**src/rtl/mips_pkg.sv**
```systemverilog
// rtl/mips_pkg.sv - shared MIPS opcodes, ALUOp encodings and the packed control word
package mips_pkg;

    localparam logic [5:0] OP_RTYPE = 6'b000000;
    localparam logic [5:0] OP_LW    = 6'b100011;
    localparam logic [5:0] OP_SW    = 6'b101011;
    localparam logic [5:0] OP_BEQ   = 6'b000100;
    localparam logic [5:0] OP_J     = 6'b000010;

    localparam logic [1:0] ALUOP_ADD   = 2'b00;
    localparam logic [1:0] ALUOP_SUB   = 2'b01;
    localparam logic [1:0] ALUOP_FUNCT = 2'b10;

    // All-zero value of this word is a bubble.
    typedef struct packed {
        logic       regdst;
        logic       jump;
        logic       branch;
        logic       memread;
        logic       memtoreg;
        logic       memwrite;
        logic       alusrc;
        logic       regwrite;
        logic [1:0] aluop;
    } ctrl_t;

    function automatic logic [15:0] sat_inc16(input logic [15:0] v);
        return (v == 16'hFFFF) ? v : v + 16'd1;
    endfunction

endpackage

```
**src/rtl/load_use_detect.sv**
```systemverilog
// rtl/load_use_detect.sv - combinational load-use hazard detection for the ID/EX stage
module load_use_detect #(
    parameter int RW = 5
) (
    input  logic          ex_valid_i,
    input  logic          ex_memread_i,
    input  logic [RW-1:0] ex_wreg_i,
    input  logic          id_valid_i,
    input  logic [RW-1:0] id_rs_i,
    input  logic [RW-1:0] id_rt_i,
    output logic          stall_o
);

    // A load into $0 never produces a value worth waiting for.
    assign stall_o = ex_valid_i && ex_memread_i && (ex_wreg_i != '0) && id_valid_i &&
                     ((ex_wreg_i == id_rs_i) || (ex_wreg_i == id_rt_i));

endmodule

```
**src/rtl/id_ex_stage.sv**
```systemverilog
// rtl/id_ex_stage.sv - ID/EX pipeline register with flush/load-use bubbles and hold
// Optional feature: ID_EX_HAZARD_EN enables load-use detection and stall_out.
module id_ex_stage
    import mips_pkg::*;
#(
    parameter int DW = 32,
    parameter int RW = 5
) (
    input  logic          clk,
    input  logic          reset,
    input  logic          id_valid,
    input  logic          Regdst,
    input  logic          Jump,
    input  logic          Branch,
    input  logic          Memread,
    input  logic          MemtoReg,
    input  logic          Memwrite,
    input  logic          ALUSrc,
    input  logic          Regwrite,
    input  logic [1:0]    ALUOp,
    input  logic [DW-1:0] id_pc4,
    input  logic [DW-1:0] id_rd1,
    input  logic [DW-1:0] id_rd2,
    input  logic [DW-1:0] id_imm,
    input  logic [RW-1:0] id_rs,
    input  logic [RW-1:0] id_rt,
    input  logic [RW-1:0] id_rd,
    input  logic [5:0]    id_funct,
    input  logic          flush_in,
    input  logic          hold_in,
    output logic          ex_valid,
    output logic          ex_Regdst,
    output logic          ex_Jump,
    output logic          ex_Branch,
    output logic          ex_Memread,
    output logic          ex_MemtoReg,
    output logic          ex_Memwrite,
    output logic          ex_ALUSrc,
    output logic          ex_Regwrite,
    output logic [1:0]    ex_ALUOp,
    output logic [DW-1:0] ex_pc4,
    output logic [DW-1:0] ex_rd1,
    output logic [DW-1:0] ex_rd2,
    output logic [DW-1:0] ex_imm,
    output logic [RW-1:0] ex_rs,
    output logic [RW-1:0] ex_rt,
    output logic [RW-1:0] ex_rd,
    output logic [5:0]    ex_funct,
    output logic [RW-1:0] ex_wreg,
    output logic          stall_out,
    output logic [15:0]   bubble_count
);

    ctrl_t         id_ctrl, ctrl_d, ctrl_q;
    logic          valid_d, valid_q;
    logic [DW-1:0] pc4_d, pc4_q, rd1_d, rd1_q, rd2_d, rd2_q, imm_d, imm_q;
    logic [RW-1:0] rs_d, rs_q, rt_d, rt_q, rd_d, rd_q, wreg_d, wreg_q;
    logic [5:0]    funct_d, funct_q;
    logic [15:0]   bub_d, bub_q;
    logic [RW-1:0] id_wreg;
    logic          stall;

`ifdef ID_EX_HAZARD_EN
    load_use_detect #(.RW(RW)) u_load_use_detect (
        .ex_valid_i   (valid_q),
        .ex_memread_i (ctrl_q.memread),
        .ex_wreg_i    (wreg_q),
        .id_valid_i   (id_valid),
        .id_rs_i      (id_rs),
        .id_rt_i      (id_rt),
        .stall_o      (stall)
    );
`else
    assign stall = 1'b0;
`endif

    always_comb begin
        id_wreg          = Regdst ? id_rd : id_rt;
        id_ctrl.regdst   = Regdst;
        id_ctrl.jump     = Jump;
        id_ctrl.branch   = Branch;
        id_ctrl.memread  = Memread;
        id_ctrl.memtoreg = MemtoReg;
        id_ctrl.memwrite = Memwrite;
        id_ctrl.alusrc   = ALUSrc;
        id_ctrl.regwrite = Regwrite && (id_wreg != '0);
        id_ctrl.aluop    = ALUOp;
    end

    always_comb begin
        ctrl_d  = ctrl_q;
        valid_d = valid_q;
        pc4_d   = pc4_q;
        rd1_d   = rd1_q;
        rd2_d   = rd2_q;
        imm_d   = imm_q;
        rs_d    = rs_q;
        rt_d    = rt_q;
        rd_d    = rd_q;
        wreg_d  = wreg_q;
        funct_d = funct_q;
        bub_d   = bub_q;
        // Flush beats hold; a load-use bubble only happens when not frozen.
        if (flush_in || (!hold_in && stall)) begin
            ctrl_d  = '0;
            valid_d = 1'b0;
            pc4_d   = '0;
            rd1_d   = '0;
            rd2_d   = '0;
            imm_d   = '0;
            rs_d    = '0;
            rt_d    = '0;
            rd_d    = '0;
            wreg_d  = '0;
            funct_d = '0;
            bub_d   = sat_inc16(bub_q);
        end else if (!hold_in) begin
            ctrl_d  = id_valid ? id_ctrl : '0;
            valid_d = id_valid;
            pc4_d   = id_pc4;
            rd1_d   = id_rd1;
            rd2_d   = id_rd2;
            imm_d   = id_imm;
            rs_d    = id_rs;
            rt_d    = id_rt;
            rd_d    = id_rd;
            wreg_d  = id_wreg;
            funct_d = id_funct;
        end
    end

    always_ff @(posedge clk) begin
        if (reset) begin
            ctrl_q  <= '0;
            valid_q <= 1'b0;
            pc4_q   <= '0;
            rd1_q   <= '0;
            rd2_q   <= '0;
            imm_q   <= '0;
            rs_q    <= '0;
            rt_q    <= '0;
            rd_q    <= '0;
            wreg_q  <= '0;
            funct_q <= '0;
            bub_q   <= '0;
        end else begin
            ctrl_q  <= ctrl_d;
            valid_q <= valid_d;
            pc4_q   <= pc4_d;
            rd1_q   <= rd1_d;
            rd2_q   <= rd2_d;
            imm_q   <= imm_d;
            rs_q    <= rs_d;
            rt_q    <= rt_d;
            rd_q    <= rd_d;
            wreg_q  <= wreg_d;
            funct_q <= funct_d;
            bub_q   <= bub_d;
        end
    end

    assign ex_valid     = valid_q;
    assign ex_Regdst    = ctrl_q.regdst;
    assign ex_Jump      = ctrl_q.jump;
    assign ex_Branch    = ctrl_q.branch;
    assign ex_Memread   = ctrl_q.memread;
    assign ex_MemtoReg  = ctrl_q.memtoreg;
    assign ex_Memwrite  = ctrl_q.memwrite;
    assign ex_ALUSrc    = ctrl_q.alusrc;
    assign ex_Regwrite  = ctrl_q.regwrite;
    assign ex_ALUOp     = ctrl_q.aluop;
    assign ex_pc4       = pc4_q;
    assign ex_rd1       = rd1_q;
    assign ex_rd2       = rd2_q;
    assign ex_imm       = imm_q;
    assign ex_rs        = rs_q;
    assign ex_rt        = rt_q;
    assign ex_rd        = rd_q;
    assign ex_funct     = funct_q;
    assign ex_wreg      = wreg_q;
    assign stall_out    = stall;
    assign bubble_count = bub_q;

endmodule
```
**config.mk**
```make
export PLATFORM = sky130hd
export DESIGN_NAME = id_ex_stage
export DESIGN_NICKNAME = d
export VERILOG_FILES = /design/src/rtl/mips_pkg.sv /design/src/rtl/load_use_detect.sv /design/src/rtl/id_ex_stage.sv
export SDC_FILE = /design/constraint.sdc
export NUM_CORES = 1
export LEC_CHECK = 0
export BUFFER_PORTS_ARGS = -buffer_cell sky130_fd_sc_hd__buf_2
export CAP_MARGIN = 0
export CORE_AREA = 2 2 133 135
export CTS_CLUSTER_DIAMETER = 30
export DETAILED_ROUTE_END_ITERATION = 12
export DIE_AREA = 0 0 135 137
export PLACE_DENSITY = 0.71
export SKIP_CTS_REPAIR_TIMING = 1
export SLEW_MARGIN = 10
export SYNTH_ARGS = -nofsm -noshare
export SYNTH_HDL_FRONTEND = slang
export SYNTH_HIERARCHICAL = 1
export SYNTH_SLANG_ARGS = --single-unit
```
**constraint.sdc**
```tcl
create_clock -name clk -period 2.03 [get_ports clk]
set_clock_uncertainty 0.2 [all_clocks]
set_input_delay 0.3045 -clock clk [delete_from_list [all_inputs] [get_ports clk]]
set_output_delay 0.3045 -clock clk [all_outputs]
set_load 0.05 [all_outputs]
```
# Yosys cells after proc, flatten, opt, wreduce, memory -nomap -nowiden
# Cells that the tools add are included.
[totals]
input_bits = 164
out_inout_bits = 182
elab_cells = 29
ff_bits = 181
[op_classes]
n_mux = 2
add_sub_neg = 1
reduce_logical = 4
eq_ne = 1
n_bitwise = 1
[ops]
columns = ["cell", "n"]
rows = [
  ["16-bit by 1-bit adder with 16-bit output, second input constant", 1],
  ["16-bit equality test, second input constant", 1],
  ["10-bit 2-to-1 mux", 1],
  ["5-bit 2-to-1 mux", 1],
  ["5-bit nonzero test", 1],
  ["2-bit AND reduction", 1],
  ["2-bit OR reduction", 1],
  ["1-bit logical AND", 1],
  ["1-bit inverter", 1],
]

# Depth between registers and ports, before layout
[logic_depth]
depth_word = 4
ltp_mapped = 7
ltp_nobuf = 5

# Worst setup path before layout
# Ideal clock, no wire load.
[synth_path]
path_kind = "register to register"
startpoint = "register bub_q[0] (netlist: bubble_count[0])"
endpoint = "register bub_q[6] (netlist: bubble_count[6])"
required_ns = 1.762
path_stages_with_launch = 8
slack_ns = -0.100
period_less_slack_ns = 2.130
setup_time_ns = 0.068
n_path_buf = 2
arrival_ns = 1.862
cell_sequence = "dfxtp_1 ha_1 nand4_1 nor4_4 buf_6 buf_12 o31ai_1 a21oi_2"
[synth_via]
elab_chain_len = 3
elab_cells_between_ends = 4
classes_between = "1 x add/sub; 1 x eq/ne; 1 x bitwise; 1 x reduce/logical"
[synth_rtl]
columns = ["element", "line_no", "rtl"]
rows = [
  ["start, declared", "id_ex_stage.sv:59", "logic [15:0] bub_d, bub_q;"],
  ["start signal, assigned", "id_ex_stage.sv:158", "bub_q <= bub_d;"],
  ["parallel branches: the longest is 3 deep, another holds 16-bit by 1-bit adder with 16-bit output", "--", ""],
]
# Parallel ways; which one is timed is not known.
# A chain may end at the register's enable or synchronous reset.

# Worst setup path after layout
[layout_path]
startpoint = "register bub_q[0] (netlist: bubble_count[0])"
endpoint = "register bub_q[7] (netlist: bubble_count[7])"
# The elaborated chain is that of the path after synthesis.

==> flow_metrics.tcl <==
set metrics [dict create \
    cts_tree "built" \
    clock_sinks 181 \
    placedCellCount 1202 \
    synth_top_area_share 0.5373 \
    overflow 0 \
    synth_mux_area_frac 0.2315 \
    syn_area_um2 6744 \
    die_h_um 137 \
    synthSimpleGateAreaFrac 0.1514 \
    clk_pin_slew_ns 0.07 \
    postRouteAntennaNets 0 \
    globalplace.congestion 0.8210 \
    synth_largest_area_cell "dfxtp_1" \
    routed_wl_um 22150 \
    critPathLaunchType "flop" \
    syn_to_final_growth_pct 62.80 \
    diodes 0 \
    final_cell_area_um2 10980 \
    fin_cells 1386 \
    synth_compound_area_frac 0.04193 \
    core-area_um2 17060 \
    dp_hpwl_um 13720 \
    dieArea_um2 18500 \
    synthDistinctLibCells 39 \
    gr-usage-all-layers 0.1894 \
    synth_area_leaders "dfxtp_1 (54%), mux2i_1 (23%), nor2_1 (9.6%), clkbuf_1 (1.2%), a21oi_1 (1.1%)" \
    critPathCaptureType "flop" \
    synth_warnings 6 \
    r2r_slack_ns 0.16 \
    cp_max_fo 14 \
    fillCellCount 1370 \
    required_ns 2.18 \
    die_x_um 135 \
    synth_adder_area_share 0.001855 \
    drc 0 \
    fin_tns_setup_ns 0 \
    first_iter_violations 171 \
    cts_buffers 17 \
    finalCritPeriodShare 0.9202 \
    reg2reg_to "bubble_count[7]" \
    final_common_cell "buf_2" \
    yosys.area_share.xor_xnor 0 \
    grt_max_degree 44 \
    power.density_nw_per_um2 798.0 \
    synth_cells 656 \
    cp.arrival_ns 2.02 \
    ir_drop_v 0.0005175 \
    rsz0062_at_grt "no" \
    drv_cap 0 \
    port_buffers 344 \
    hp-start "id_rd[1]" \
    initial_utilization 0.3954 \
    via_count 6671 \
    finalHoldViolCount 3 \
    synth_top_family_by_area "multiplexers" \
    holdPathStages 3 \
    whs_ns -0.02655 \
    reg2reg_from "bubble_count[0]" \
    drtPass1Iterations 4 \
    root_buffer "clkbuf_16" \
    nets 1314 \
    ctsHtreeMaxLevel 4 \
    maxSlewViolCount 0 \
    status "finished, violations left" \
    clk_path_buf_depth 2 \
    p_leak_nw 5.478 \
    boundaryPins 346 \
    wl_per_cell_um 15.98 \
    vias_per_cell 4.813 \
    antenna_found_initial 0 \
    setup_viol 0 \
    most-common-layout-cells "buf_2 (343), dfxtp_1 (176), nor2_1 (173), mux2i_1 (156), dlygate4sd3_1 (153)" \
    hold_path_end "ex_rd[1]" \
    synth_nets 821 \
    critical_path_class "reg2reg" \
    synth_ff_type "dfxtp_1" \
    core.rowCount 48 \
    synth_seq_area_share 0.5373 \
    r2r_cells 6 \
    grt_pass1_wl_um 27630 \
    period_needed_ns 1.868 \
    hold_class "in2reg" \
    async_reset_ff_frac 0 \
    synth-seq-cells 181 \
    drive_gt1_frac 0.3592 \
    total_power_mw 8.761 \
    syn_area_per_cell_um2 10.28 \
    place_area_um2 8798 \
    fmax_mhz 535.3 \
    clock_latency_ns 0.42 \
    grt_pass1_vias 5480 \
    violations "negative hold slack" \
    synth_edf_count 0 \
]
==> cells by family (layout without fill, tap and decap cells) <==
family,Yosys count,count (layout)
AND/OR/NAND/NOR,226,226
flip-flops,181,181
multiplexers,156,156
buffers and inverters,47,552
AO/OA/AOI/OAI,44,44
adder cells (fa/ha/maj),1,1
other,1,1
==> cell usage after synthesis (3+ instances only) <==
cell / number
nor2_1: 173
nand4_1: 11
nor4_1: 3
nand2_1: 6
dfxtp_1: 181
clkbuf_1: 22
o21ai_1: 4
and4_1: 3
nand3_1: 4
a22oi_1: 9
o21ai_0: 3
buf_1: 6
mux2i_1: 156
nor2b_1: 3
buf_2: 12
or3_2: 4
a21oi_1: 15
o31ai_1: 7
a21oi_2: 4
or4_1: 5
==> stage by stage <==
stage	hold WS [ns]	util	setup slack (ns)
4_1_cts	-0.1083	0.5539	0.1664
6_report	-0.02655	0.6437	0.1619
2_1_floorplan	0.2484	-	0.001768
3_5_place_dp	0.2776	0.5158	0.1734
5_1_grt	0.001438	0.6437	0.02923
3_3_place_gp	0.2607	0.5158	0.2176
==> sequential cells by signal, summed over array words and instances (netlist names), 2 cells and up <==
register	cells
ex_rd1	32
ex_rs	5
ex_rd2	32
bubble_count	16
ex_wreg	5
ex_imm	32
ex_pc4	32
ex_funct	6
ex_rt	5
ex_ALUOp	2
ex_rd	5
==> cell type report <==
class	count	area, um^2	area share
Inverter	2	7.507	0.0006838
Sequential cell	181	3630	0.3306
Clock inverter	13	220.2	0.02006
Tap cell	225	281.5	0.02564
Clock buffer	18	429.2	0.03909
Timing Repair Buffer	519	3527	0.3213
Multi-Input combinational cell	428	2884	0.2627
==> routing by layer <==
metal / track usage / vias up / wire length (um)
met3: 0.05148 / 44 / 1357
li1: - / 3223 / -
met1: 0.2225 / 3159 / 8411
met2: 0.3280 / 245 / 11840
met4: 0.07697 / 0 / 539
met5: 0 / - / 0
==> where the power goes <==
part	switching [mW]	leakage [nW]	internal [mW]
Sequential	0.0572	1.48	3.66
Combinational	0.804	3.70	0.591
Clock	1.44	0.303	2.21
Total	2.31	5.48	6.46
==> worst max-delay path, cell delays in order, from the launching register on <==
cell     delay, ns
dfxtp_2       0.32
ha_1          0.25
nand4_1       0.16
nor4_4        0.06
buf_4         0.18
or4_1         0.47
a21oi_1       0.16
==> worst max-delay path by stage <==
stage,slack (ns),cells past startpoint,from,end
2_1_floorplan,0.002,6,bubble_count[10],bubble_count[6]
3_3_place_gp,0.22,6,bubble_count[0],bubble_count[6]
3_5_place_dp,0.17,6,bubble_count[0],bubble_count[7]
4_1_cts,0.17,6,bubble_count[0],bubble_count[7]
5_1_grt,0.03,6,bubble_count[0],bubble_count[7]
6_report,0.16,6,bubble_count[0],bubble_count[7]
Note: power is estimated with default switching activity, not from simulation.
